File: config.mk
export PLATFORM = sky130hd
export DESIGN_NAME = reorder_buffer
export DESIGN_NICKNAME = d
export VERILOG_FILES = /design/src/rtl/reorder_buffer.sv
export SDC_FILE = /design/constraint.sdc
export NUM_CORES = 2
export LEC_CHECK = 0
export BUFFER_PORTS_ARGS = -buffer_cell sky130_fd_sc_hd__buf_4
export CORE_ASPECT_RATIO = 1.2
export CORE_UTILIZATION = 25
export DETAILED_ROUTE_END_ITERATION = 12
export PLACE_DENSITY = 0.35
export SLEW_MARGIN = 20
export SYNTH_ARGS = -nofsm -noshare
export SYNTH_HDL_FRONTEND = slang
export SYNTH_SLANG_ARGS = --single-unit
File: constraint.sdc
create_clock -name clk -period 21.5 [get_ports clk]
set_input_delay 1.075 -clock clk [delete_from_list [all_inputs] [get_ports clk]]
set_output_delay 1.075 -clock clk [all_outputs]
set_load 0.1 [all_outputs]
File: src/rtl/reorder_buffer.sv
// rtl/reorder_buffer.sv - in-order retirement buffer driving the register file commit port
module reorder_buffer #(
    parameter int RobDepth = 8,
    parameter int PtrWidth = 3
) (
    input  logic                clk,
    input  logic                rst,
    input  logic                issue_valid,
    input  logic [31:0]         issue_pc,
    input  logic [4:0]          issue_rd,
    input  logic                wb_valid,
    input  logic [31:0]         wb_pc,
    input  logic [31:0]         wb_data,
    input  logic                wb_mispredict,
    input  logic [31:0]         wb_target,
    output logic                is_stall_to_rf,
    output logic                is_finish_to_rf,
    output logic                is_exception_to_rf,
    output logic [4:0]          rd_to_rf,
    output logic [31:0]         pc_to_rf,
    output logic [31:0]         data_to_rf,
    output logic [31:0]         target_pc_to_fetch,
    output logic [PtrWidth:0]   count
);

    localparam logic [PtrWidth:0] CountFull = (PtrWidth+1)'(RobDepth);
    localparam logic [PtrWidth:0] CountOne  = (PtrWidth+1)'(1);

    logic [RobDepth-1:0] ent_valid_q, ent_valid_d;
    logic [RobDepth-1:0] ent_ready_q, ent_ready_d;
    logic [RobDepth-1:0] ent_mis_q, ent_mis_d;
    logic [31:0]         ent_pc_q     [RobDepth];
    logic [31:0]         ent_pc_d     [RobDepth];
    logic [4:0]          ent_rd_q     [RobDepth];
    logic [4:0]          ent_rd_d     [RobDepth];
    logic [31:0]         ent_data_q   [RobDepth];
    logic [31:0]         ent_data_d   [RobDepth];
    logic [31:0]         ent_target_q [RobDepth];
    logic [31:0]         ent_target_d [RobDepth];

    logic [PtrWidth-1:0] head_q, head_d, tail_q, tail_d;
    logic [PtrWidth:0]   count_q, count_d;

    logic        finish_q, finish_d, exception_q, exception_d;
    logic [4:0]  rd_out_q, rd_out_d;
    logic [31:0] pc_out_q, pc_out_d, data_out_q, data_out_d, target_out_q, target_out_d;

    logic                full, retire, flush, issue_ok, found;
    logic [PtrWidth-1:0] idx;

    always_comb begin
        ent_valid_d  = ent_valid_q;
        ent_ready_d  = ent_ready_q;
        ent_mis_d    = ent_mis_q;
        ent_pc_d     = ent_pc_q;
        ent_rd_d     = ent_rd_q;
        ent_data_d   = ent_data_q;
        ent_target_d = ent_target_q;
        head_d       = head_q;
        tail_d       = tail_q;
        count_d      = count_q;
        finish_d     = 1'b0;
        exception_d  = 1'b0;
        rd_out_d     = rd_out_q;
        pc_out_d     = pc_out_q;
        data_out_d   = data_out_q;
        target_out_d = target_out_q;
        found        = 1'b0;
        idx          = '0;

        full     = (count_q == CountFull);
        retire   = ent_valid_q[head_q] && ent_ready_q[head_q];
        flush    = retire && ent_mis_q[head_q];
        issue_ok = issue_valid && !full && !flush;

        if (retire) begin
            finish_d    = !ent_mis_q[head_q];
            exception_d = ent_mis_q[head_q];
            rd_out_d    = ent_rd_q[head_q];
            pc_out_d    = ent_pc_q[head_q];
            data_out_d  = ent_data_q[head_q];
        end

        if (flush) begin
            // Everything younger than the branch is wrong-path; issue and writeback are dropped.
            target_out_d = ent_target_q[head_q];
            ent_valid_d  = '0;
            ent_ready_d  = '0;
            head_d       = '0;
            tail_d       = '0;
            count_d      = '0;
        end else begin
            if (retire) begin
                ent_valid_d[head_q] = 1'b0;
                head_d              = head_q + PtrWidth'(1);
            end
            if (issue_ok) begin
                ent_valid_d[tail_q] = 1'b1;
                ent_ready_d[tail_q] = 1'b0;
                ent_mis_d[tail_q]   = 1'b0;
                ent_pc_d[tail_q]    = issue_pc;
                ent_rd_d[tail_q]    = issue_rd;
                tail_d              = tail_q + PtrWidth'(1);
            end
            // Scan from head so the oldest of several in-flight copies of a PC is matched first.
            if (wb_valid) begin
                for (int i = 0; i < RobDepth; i++) begin
                    idx = head_q + PtrWidth'(i);
                    if (!found && ent_valid_q[idx] && !ent_ready_q[idx] && ent_pc_q[idx] == wb_pc) begin
                        found             = 1'b1;
                        ent_ready_d[idx]  = 1'b1;
                        ent_data_d[idx]   = wb_data;
                        ent_mis_d[idx]    = wb_mispredict;
                        ent_target_d[idx] = wb_target;
                    end
                end
            end
            if (issue_ok && !retire) begin
                count_d = count_q + CountOne;
            end else if (!issue_ok && retire) begin
                count_d = count_q - CountOne;
            end
        end
    end

    always_ff @(posedge clk) begin
        if (!rst) begin
            ent_valid_q  <= '0;
            ent_ready_q  <= '0;
            ent_mis_q    <= '0;
            head_q       <= '0;
            tail_q       <= '0;
            count_q      <= '0;
            finish_q     <= 1'b0;
            exception_q  <= 1'b0;
            rd_out_q     <= '0;
            pc_out_q     <= '0;
            data_out_q   <= '0;
            target_out_q <= '0;
        end else begin
            ent_valid_q  <= ent_valid_d;
            ent_ready_q  <= ent_ready_d;
            ent_mis_q    <= ent_mis_d;
            head_q       <= head_d;
            tail_q       <= tail_d;
            count_q      <= count_d;
            finish_q     <= finish_d;
            exception_q  <= exception_d;
            rd_out_q     <= rd_out_d;
            pc_out_q     <= pc_out_d;
            data_out_q   <= data_out_d;
            target_out_q <= target_out_d;
        end
    end

    // Payload is qualified by valid/ready, so it needs no reset.
    always_ff @(posedge clk) begin
        ent_pc_q     <= ent_pc_d;
        ent_rd_q     <= ent_rd_d;
        ent_data_q   <= ent_data_d;
        ent_target_q <= ent_target_d;
    end

    assign is_stall_to_rf     = (count_q == CountFull);
    assign is_finish_to_rf    = finish_q;
    assign is_exception_to_rf = exception_q;
    assign rd_to_rf           = rd_out_q;
    assign pc_to_rf           = pc_out_q;
    assign data_to_rf         = data_out_q;
    assign target_pc_to_fetch = target_out_q;
    assign count              = count_q;

endmodule

==> summary.txt <==
Outcome
  • Status: finished, final reports clean

Routing
  • Pre-antenna DRT Iters: 6
  • Vias: 39803
  • Routed wire per std cell: 32.6 um
  • Antenna-violating nets left: 0
  • DRC: 0
  • Vias per cell: 5.35
  • Total wire length: 243000 um
  • Initial DRC count: 3065

Run
  • Max_cap viols: 0

Clock network
  • Clock Sinks: 945
  • CTS buffer count: 113
  • Worst-path clk slew: ~0.070 ns
  • Hold-fix buffers, CTS: 0
  • CTS tree: done
  • Clock Path Buffers: 3
  • H-tree lvl count: 3
  • Clk Latency, worst-skew pair: 0.76 ns
  • # Post-CTS Setup Buffers: 0
  • Clock Tree Root: clkbuf_16
  • Resized Gates After CTS: 0

Timing
  • RSZ-0062 raised after global routing: false
  • Final setup TNS: 0 ns
  • Hold Fails Final Rpt: 0
  • Max Slew Vio Count: 0
  • Final WS setup: between 10 and 15 ns
  • Final Skew: 0.0453 ns
  • Tmin final: 9.24 ns
  • Crit share post-route: 0.430
  • Fmax: 108 MHz
  • Final Hold Slack: 0.455 ns
  • # setup viols final: 0
  • Worst Tran Pin Value: around 1.2 ns
  • Max-slew headroom: 0.171

Worst setup path
  • Critical path startpoint category: register
  • Crit path DAT: 9.74 ns
  • CP Depth: 16
  • Crit-path cells: buf_4 > buf_4 > buf_4 > buf_4 > mux4_2 > nand3_1 > o31ai_1 > a2111oi_0 > nand4_1 > nor4_1 > nand4_1 > or4_1 > a21oi_1 > o22a_4 > buf_4 > mux2_2
  • Crit Path Max Fanout: 61
  • Reg2Reg Depth: 16
  • Crit Path Class: register to register
  • CP Launch Point: head_q[0]
  • Crit-path slowest cell: buf_4
  • Crit-path most repeated cell: buf_4
  • Setup crit end kind: register
  • Max stage delay on crit path: about 0.8 ns
  • FF-to-FF Start: head_q[0]
  • Cell family with most CP delay: buffers and inverters
  • Critical Path RT: 22.00 ns
  • Worst setup path endpoint: ent_data_q[59]
  • R2r endpoint: ent_data_q[59]
  • Reg2reg setup slack: 12.26 ns
  • Buf+Inv Stages, Crit Path: 5

Yosys
  • Distinct cells, synth: 80
  • Most common cell in the netlist: edfxtp_1
  • Syn nets: 4344
  • Synth top area share: 0.414
  • Commonest cells in the netlist: edfxtp_1 (808), mux4_2 (480), mux2_2 (442)
  • Syn Std Cell Area: 58600 um^2
  • Synth Instances: 4195
  • Leading area contributor after synthesis: edfxtp_1
  • Largest cells by area after synthesis: edfxtp_1 (41%), mux4_2 (18%), mux2_2 (8.5%)
  • Mux share of post-synthesis cell area: 0.342
  • Seq/Total Area, Yosys: 0.461
  • Simple-gate area share of the yosys netlist: 0.0717
  • XOR/XNOR Fraction of Synth Area: 0.0411
  • Syn Area/Cell: 14.0 um^2
  • Post-synth EDFFs: between 800 and 900
  • Asr flop ratio synth: 0
  • Top FF cell, synth: edfxtp_1
  • Adder-Cell Fraction of Synth Area: 0.00248
  • Main combinational cell family by area after synthesis: multiplexers
  • Compound-gate portion of the synthesized area: 0.0484
  • Synth Warn #: 0
  • Yosys reg bits: roughly 950

Floorplanning
  • Die Y: 532 um
  • I/O pin count: between 200 and 250
  • Die Width: roughly 440 um
  • Die area: roughly 240000 um^2
  • Initial cell density of the core: 0.252
  • Core Rows: 194
  • CORE AREA: 233000 um^2

Final layout
  • Share of cells above drive strength 1: 0.334
  • Fin area: approximately 67000 um^2
  • Post-Layout Cell Count: between 7000 and 8000
  • Synth-to-layout area growth: 14.5%
  • Final Util: 0.288
  • NumNets Final: 4448

Power and ir drop
  • Logic pwr share: 0.101
  • Reg power frac: 0.469
  • Pwr dens: 66.2 nW/um^2
  • P_sw: 1.20 mW
  • Worst IR Drop VDD: 0.0800 mV
  • Lkg Pwr: a little under 20 nW
  • Total power: 4.44 mW
  • P_int: 3.25 mW
  • Sw Ratio: 0.269
  • Clk pwr share: 0.430

GRT
  • Total GRT Usage: 0.201
  • Overflow after GRT: 0
  • Initial antenna violation count: 22
  • First-pass GRT wire length: approximately 340000 um
  • Largest net degree at the start of global routing: 160
  • Via count of the first global-routing pass: 40488

Min path
  • Hold WC Path Type: register to register
  • Hold Startpoint: ent_mis_q[5]

Place
  • Placed cell areas: 63400 um^2
  • Placer Congestion: 1.02
  • Post-Place Cells: between 7000 and 8000
  • Input/output buffers: 245
  • Final HPWL DP: 170000 um
  • Dpl ws: 12.31 ns
power by group through the flow:
stage | clock network [mW] | logic, mW | registers [mW]
2_1_floorplan | 0 | 0.210 | 2.15
3_3_place_gp | 0 | 0.451 | 2.12
3_5_place_dp | 0 | 0.449 | 2.12
4_1_cts | 1.98 | 0.451 | 2.08
5_1_grt | 2.03 | 0.465 | 2.09
6_report | 1.91 | 0.450 | 2.08
placed cells by master, fill, tap and decap left out, drive strengths merged, types with 10 or more instances in the layout:
| cell type | n |
|---|---|
| a2111oi | 16 |
| a211oi | 29 |
| a21oi | 67 |
| a221oi | 10 |
| a22oi | 31 |
| a311oi | 40 |
| a31oi | 12 |
| and2 | 13 |
| and3 | 23 |
| buf | 330 |
| clkbuf | 168 |
| clkinv | 43 |
| dfxtp | 137 |
| edfxtp | 808 |
| ha | 10 |
| inv | 45 |
| mux2 | 535 |
| mux2i | 323 |
| mux4 | 480 |
| nand2 | 232 |
| nand2b | 26 |
| nand3 | 80 |
| nand3b | 19 |
| nand4 | 82 |
| nor2 | 163 |
| nor2b | 17 |
| nor3 | 55 |
| nor3b | 23 |
| nor4 | 32 |
| nor4b | 10 |
| o2111ai | 17 |
| o211ai | 10 |
| o21ai | 89 |
| o22ai | 11 |
| or3 | 20 |
| xnor2 | 217 |
| xor2 | 56 |
area by class of cell:
type | count | area (um^2)
Antenna cell | 9 | 22.5
Clock buffer | 168 | 3260
Clock inverter | 46 | 375
Fill cell | 23566 | 166000
Inverter | 48 | 190
Multi-Input combinational cell | 2861 | 29900
Sequential cell | 945 | 27000
Tap cell | 3038 | 3800
Timing Repair Buffer | 330 | 2520
flip-flops by register name, summed over array words and instances (netlist names):
signal,count
ent_target_q,256
data_to_rf,32
ent_mis_q,8
target_pc_to_fetch,32
is_exception_to_rf,1
ent_rd_q,40
head_q,3
is_finish_to_rf,1
ent_data_q,256
pc_to_rf,32
ent_ready_q,8
tail_q,3
rd_to_rf,5
ent_pc_q,256
count,4
ent_valid_q,8
tightest hold or removal path: stages (launching register included):
cell     delay [ns]
dfxtp_1        0.31
inv_1          0.05
o22ai_1        0.05
layer usage:
metal | share of wire | routed length (um) | vias up | track usage
met3 | 0.048 | 11600 | 334 | 0.0333
met2 | 0.49 | 119000 | 1153 | 0.340
met1 | 0.41 | 101000 | 21238 | 0.252
met5 | 0.00039 | 95 | - | 0
met4 | 0.048 | 11700 | 16 | 0.0875
li1 | - | - | 17062 | -
how the worst min path moves through the flow:
stage	end	cells past startpoint	slack [ns]
floorplan	ent_mis_q[5]	2	0.43
global placement	target_pc_to_fetch[23]	2	0.44
detailed placement	target_pc_to_fetch[5]	2	0.44
CTS	ent_mis_q[5]	2	0.46
global route	ent_mis_q[5]	2	0.48
finish	ent_mis_q[5]	2	0.45
logic make-up after synthesis:
| family | count (synthesis) |
|---|---|
| AO/OA/AOI/OAI | 408 |
| XOR/XNOR | 273 |
| adder cells (fa/ha/maj) | 11 |
| buffers and inverters | 389 |
| flip-flops | 945 |
| multiplexers | 1338 |
| AND/OR/NAND/NOR | 831 |
Note: power is estimated with default switching activity, not from simulation.
